File: src/rtl/sipo_parity_rx_if.sv
// Bus bundle for the serial parity receiver: strobed serial input on one side,
// valid/ready parallel word with status flags on the other.
interface sipo_parity_rx_if #(
  parameter int DATA_W = 8
);
  logic              sin;
  logic              sin_valid;
  logic [DATA_W-1:0] dout;
  logic              dout_valid;
  logic              dout_ready;
  logic              parity_err;
  logic              frame_err;
  logic              overrun;

  // Environment side: feeds the serial line and consumes words
  modport master (
    output sin, sin_valid, dout_ready,
    input  dout, dout_valid, parity_err, frame_err, overrun
  );

  // Receiver side
  modport slave (
    input  sin, sin_valid, dout_ready,
    output dout, dout_valid, parity_err, frame_err, overrun
  );
endinterface

File: src/rtl/sipo_parity_rx.sv
// Serial-to-parallel framed receiver with XOR parity check.
// Frame: start(0), DATA_W data bits LSB first, parity bit, stop(1).
// The receive FSM never stalls; a completed frame that finds the output
// register full is dropped and reported through a one-cycle overrun pulse.
module sipo_parity_rx #(
  parameter int DATA_W     = 8,
  parameter bit PARITY_ODD = 1'b0
) (
  input  logic           clk,
  input  logic           rst,
  sipo_parity_rx_if.slave bus
);

  localparam int CNT_W = (DATA_W > 1) ? $clog2(DATA_W) : 1;
  localparam logic [CNT_W-1:0] LAST_IDX = CNT_W'(DATA_W - 1);

  typedef enum logic [1:0] {
    IDLE,
    DATA,
    PARITY,
    STOP
  } state_t;

  state_t            state_q, state_d;
  logic [CNT_W-1:0]  cnt_q, cnt_d;
  logic [DATA_W-1:0] shift_q, shift_d;
  logic              par_q, par_d;
  logic              perr_hold_q, perr_hold_d;
  logic [DATA_W-1:0] dout_q, dout_d;
  logic              dout_valid_q, dout_valid_d;
  logic              parity_err_q, parity_err_d;
  logic              frame_err_q, frame_err_d;
  logic              overrun_q, overrun_d;
  logic              frame_done;

  // Next-state logic: frame FSM plus the output register and status pulses
  always_comb begin
    state_d      = state_q;
    cnt_d        = cnt_q;
    shift_d      = shift_q;
    par_d        = par_q;
    perr_hold_d  = perr_hold_q;
    dout_d       = dout_q;
    dout_valid_d = dout_valid_q;
    parity_err_d = parity_err_q;
    frame_err_d  = 1'b0;
    overrun_d    = 1'b0;
    frame_done   = 1'b0;

    if (dout_valid_q && bus.dout_ready) begin
      dout_valid_d = 1'b0;
    end

    case (state_q)
      IDLE: begin
        if (bus.sin_valid && !bus.sin) begin
          state_d = DATA;
          cnt_d   = '0;
          par_d   = PARITY_ODD;
        end
      end
      DATA: begin
        if (bus.sin_valid) begin
          shift_d[cnt_q] = bus.sin;
          par_d          = par_q ^ bus.sin;
          cnt_d          = cnt_q + CNT_W'(1);
          if (cnt_q == LAST_IDX) begin
            state_d = PARITY;
          end
        end
      end
      PARITY: begin
        if (bus.sin_valid) begin
          perr_hold_d = par_q ^ bus.sin;
          state_d     = STOP;
        end
      end
      STOP: begin
        if (bus.sin_valid) begin
          state_d = IDLE;
          if (bus.sin) begin
            frame_done = 1'b1;
          end else begin
            frame_err_d = 1'b1;
          end
        end
      end
      default: begin
        state_d = IDLE;
      end
    endcase

    if (frame_done) begin
      if (!dout_valid_q || bus.dout_ready) begin
        dout_d       = shift_q;
        parity_err_d = perr_hold_q;
        dout_valid_d = 1'b1;
      end else begin
        overrun_d = 1'b1;
      end
    end
  end

  // State and output registers; reset aborts any frame in progress
  always_ff @(posedge clk or posedge rst) begin
    if (rst) begin
      state_q      <= IDLE;
      cnt_q        <= '0;
      shift_q      <= '0;
      par_q        <= 1'b0;
      perr_hold_q  <= 1'b0;
      dout_q       <= '0;
      dout_valid_q <= 1'b0;
      parity_err_q <= 1'b0;
      frame_err_q  <= 1'b0;
      overrun_q    <= 1'b0;
    end else begin
      state_q      <= state_d;
      cnt_q        <= cnt_d;
      shift_q      <= shift_d;
      par_q        <= par_d;
      perr_hold_q  <= perr_hold_d;
      dout_q       <= dout_d;
      dout_valid_q <= dout_valid_d;
      parity_err_q <= parity_err_d;
      frame_err_q  <= frame_err_d;
      overrun_q    <= overrun_d;
    end
  end

  assign bus.dout       = dout_q;
  assign bus.dout_valid = dout_valid_q;
  assign bus.parity_err = parity_err_q;
  assign bus.frame_err  = frame_err_q;
  assign bus.overrun    = overrun_q;

endmodule

File: src/flat_wrapper.sv
// flat-port wrapper written by rule: the top's interface ports become plain ports
module sipo_parity_rx_flat 
#(
  parameter int DATA_W     = 8,
  parameter bit PARITY_ODD = 1'b0
)
  (clk, rst, bus_sin, bus_sin_valid, bus_dout_ready, bus_dout, bus_dout_valid, bus_parity_err, bus_frame_err, bus_overrun);
  sipo_parity_rx_if #(.DATA_W(DATA_W)) bus_i ();
  input  logic clk;
  input  logic rst;
  input wire logic [$bits(bus_i.sin)-1:0] bus_sin;
  input wire logic [$bits(bus_i.sin_valid)-1:0] bus_sin_valid;
  input wire logic [$bits(bus_i.dout_ready)-1:0] bus_dout_ready;
  output wire logic [$bits(bus_i.dout)-1:0] bus_dout;
  output wire logic [$bits(bus_i.dout_valid)-1:0] bus_dout_valid;
  output wire logic [$bits(bus_i.parity_err)-1:0] bus_parity_err;
  output wire logic [$bits(bus_i.frame_err)-1:0] bus_frame_err;
  output wire logic [$bits(bus_i.overrun)-1:0] bus_overrun;
  assign bus_i.sin = bus_sin;
  assign bus_i.sin_valid = bus_sin_valid;
  assign bus_i.dout_ready = bus_dout_ready;
  assign bus_dout = bus_i.dout;
  assign bus_dout_valid = bus_i.dout_valid;
  assign bus_parity_err = bus_i.parity_err;
  assign bus_frame_err = bus_i.frame_err;
  assign bus_overrun = bus_i.overrun;
  sipo_parity_rx #(.DATA_W(DATA_W), .PARITY_ODD(PARITY_ODD)) u_core (.clk(clk), .rst(rst), .bus(bus_i));
endmodule
File: config.mk
export PLATFORM = sky130hd
export DESIGN_NAME = sipo_parity_rx_flat
export DESIGN_NICKNAME = d
export VERILOG_FILES = /design/src/rtl/sipo_parity_rx_if.sv /design/src/rtl/sipo_parity_rx.sv /design/src/flat_wrapper.sv
export SDC_FILE = /design/constraint.sdc
export NUM_CORES = 1
export LEC_CHECK = 0
export ABC_AREA = 1
export BUFFER_PORTS_ARGS = -buffer_cell sky130_fd_sc_hd__buf_4
export CAP_MARGIN = 0
export CORE_ASPECT_RATIO = 0.8
export CORE_MARGIN = 3
export CORE_UTILIZATION = 53
export CTS_BUF_LIST = sky130_fd_sc_hd__clkbuf_8
export DETAILED_ROUTE_END_ITERATION = 12
export PLACE_DENSITY = 0.77
export SKIP_CTS_REPAIR_TIMING = 1
export SYNTH_ARGS = -nofsm -noshare
export SYNTH_HDL_FRONTEND = slang
export SYNTH_SLANG_ARGS = --single-unit
export TNS_END_PERCENT = 20
File: constraint.sdc
create_clock -name clk -period 1.3 [get_ports clk]
set_input_delay 0.065 -clock clk [delete_from_list [all_inputs] [get_ports clk]]
set_output_delay 0.065 -clock clk [all_outputs]
set_load 0.02 [all_outputs]
==> results.md <==
- Run status: finished, violations left
- Violations in the final reports: negative setup slack
- Start point of the critical path: u_core.state_q[1]
- Final period utilization: 100%
- R2R Setup Slk: -0.005 ns
- Post-route clock skew: 0.0127 ns
- Boundary Pins: 17
- Class of the most critical setup path: register to register
- Row count: 15
- Slowest CP cell: sky130_fd_sc_hd__dfrtp_1
- Placed cells: roughly 190
- Number of buffers created by CTS: 3
- Final Max Slew Viols: 0
- Data arrival, critical path: 1.46 ns
- Number of iterations in the first detailed-routing pass: 4
- Number of warnings printed during yosys synthesis: 0
- Global-route wire length before repair: 4.25 mm
- HP Class: input port to register
- Critical path peak fanout: 5
- Slowest cell delay on critical path: 0.45 ns
- P_leak: 0.000817 uW
- Via count normalized by instance count: ~5.2
- Final WS setup: -0.00519 ns
- Setup repair after global routing missed its margin: yes
- Residual overflow from global routing: 0
- Max Cap Viol: 0
- DRC violations left: 0
- Ant diodes: 0
- Max H-tree Level: 1
- Yosys cell types: 21
- Synth Area per Inst: a little under 9 sq um
- Max Fclk: 766 MHz
- Total routing resource utilization after global routing: 18.7%
- Number of global-route vias before repair: 960
- FF-to-FF End: u_core.shift_q[3]
- IO Port Bufs: 16
- Max-slew headroom at the worst pin: 77.8%
- Vias: 1035
- Die width: approximately 60 microns
- Pin slew with the least headroom to its limit: 0.333 ns
- Drt total wl: 2.67 mm
- Endpoint of the most critical setup path: u_core.shift_q[3]
- Power per Cell Area: 1950 nW/um^2
- Antenna Nets Post-Route: 0
- Final std cells w/o fill: 200
- Synthesized netlist cell count: approximately 150
- Sequence of cells on the critical path: inv_2 -> ha_4 -> nand2_2 -> nor2_4 -> nand3_2 -> nand2_1 -> o21ai_1
- Critical path endpoint category: register
- Post-synth net total: ~160
- Antenna violations before repair: 0
- Critical Path Source Type: register
- Top cells by area in the synthesized netlist: sky130_fd_sc_hd__dfrtp_1 53%, sky130_fd_sc_hd__nand2_1 15%, sky130_fd_sc_hd__o21ai_0 7.4%
- FF-to-FF path depth: 7
- Maximum clock path buffer count: 2
- Launch point of the worst reg-to-reg path: u_core.state_q[1]
- Worst hold slack: 0.0495 ns
- Per-cell routed wire length: approximately 13 microns
- Maximum number of pins on one net before global-route repair: 28
- Post-synthesis register bit count: 27
- Cell area after technology mapping: around 1300 sq um
- Starting density of the core: 57.8%
- Core outline area: 2210 sq um
- Setup tns final: -0.00726 ns
- Number of endpoints with negative hold slack in the final report: 0
- Fraction of final layout cells sized beyond drive strength 1: 29.1%
- Cell at the root of the clock tree: sky130_fd_sc_hd__clkbuf_8
- Final setup violating endpoints: 3
- Shortest period the worst path allows: between 1 and 1.5 ns
- Floorplan die height: ~50 microns
- Peak supply drop: approximately 0.0011 V
- Proportion of netlist area held by the largest area contributor: 52.8%
- Starting DRT DRC Count: 30
- Nets: 187
- Clock tree from TritonCTS: done
- RD Place Congestion: 0.780
- Cell type with the largest total area after synthesis: sky130_fd_sc_hd__dfrtp_1
- Die outline area: 3040 sq um
- Part of the Yosys area used for sequential elements: 52.8%
- Share of the core filled with cells in the final layout: 73.0%
- Detailed placer's ending HPWL: ~1.8 mm
- Required time worst endpoint: 1.46 ns
- P&R area growth vs syn: 26.3%
- Reg clk slew, reported paths: 0.10 ns
- Sink count of the clock tree: 27
- Clock insertion delay at the later pin of the skew report: 0.28 ns
[area by class of cell]
type	instances	area [sq um]
multi-input cells	103	601
clock inverters	1	7.51
repair buffers	24	195
fillers	161	598
inverters	17	63.8
well taps	25	31.3
clock buffers	3	41.3
flip-flops and latches	27	677
[cell families after synthesis]
group,count (synthesis),share of synthesized area [%]
and+or+nand+nor,73,25.2
DFF,27,52.8
AOI/OAI and AO/OA,23,9.58
buffers and inverters,18,5.86
adders and majority gates,6,5.86
xor gates and xnor gates,1,0.684
[how the worst min path moves through the flow]
stage / from / to / slack [ns] / cells after the start
global placement: rst / u_core.bus.dout[2] / 0.14 / 3
CTS: rst / u_core.bus.dout[2] / -0.16 / 3
global route: bus_sin / u_core.shift_q[4] / 0.06 / 3
finish: bus_sin / u_core.shift_q[2] / 0.05 / 3
floorplan: rst / u_core.bus.dout[0] / 0.12 / 1
detailed placement: rst / u_core.bus.dout[2] / 0.15 / 3
[sequential cells by signal, summed over array words and instances, names as in the netlist]
register and flops:
u_core.bus.dout_valid 1, u_core.bus.overrun 1, u_core.shift_q 8, u_core.cnt_q 3, u_core.bus.frame_err 1, u_core.par_q 1, u_core.perr_hold_q 1, u_core.state_q 2
u_core.bus.dout 8, u_core.bus.parity_err 1
[stage by stage]
stage               power [uW]  area, sq um  setup slack, ns
finish                    3160         1620         -0.00519
global placement          2320         1450          -0.0403
detailed placement        2400         1450          -0.0778
CTS                       2890         1500           -0.114
floorplan                 2010         1280           0.0547
global route              3390         1620          -0.0961
[critical path: cells and delay by family (launching register included)]
kind	cells	cell delay [ns]
flops	1	0.45
simple gates	4	0.38
fa+ha+maj	1	0.18
buf+inv	1	0.13
compound gates	1	0.06
[power breakdown]
group / internal, uW / switching, uW / total (uW)
clock network: 217 / 264 / 481
registers: 1070 / 163 / 1240
logic: 603 / 836 / 1440
total: 1890 / 1260 / 3160
[placed cells by master, fill, tap and decap left out, drive strengths merged]
cell type / Yosys / layout
or2: 1 / 1
ha: 6 / 6
nand3: 5 / 5
clkbuf: 0 / 3
dfrtp: 27 / 27
o21ai: 20 / 20
nor2: 13 / 13
xnor2: 1 / 1
nand2: 52 / 52
a21oi: 2 / 2
clkinvlp: 0 / 1
nand4: 2 / 2
inv: 17 / 17
a21o: 1 / 1
dlygate4sd3: 0 / 1
buf: 1 / 23
[synthesized netlist by cell type (all sizes together)]
library cell  count
o21ai            20
xnor2             1
a21o              1
nand2            52
inv              17
nand4             2
dfrtp            27
nor2             13
or2               1
a21oi             2
nand3             5
ha                6
buf               1
[metal layers]
layer / up-vias / global-route usage (%) / share of wire [%]
met4: 0 / 3.25 / 0.49
met3: 2 / 4.71 / 4.9
met5: - / 0 / 0
met2: 26 / 33.5 / 53
li1: 527 / - / -
met1: 480 / 22.4 / 42
Note: power is estimated with default switching activity, not from simulation.
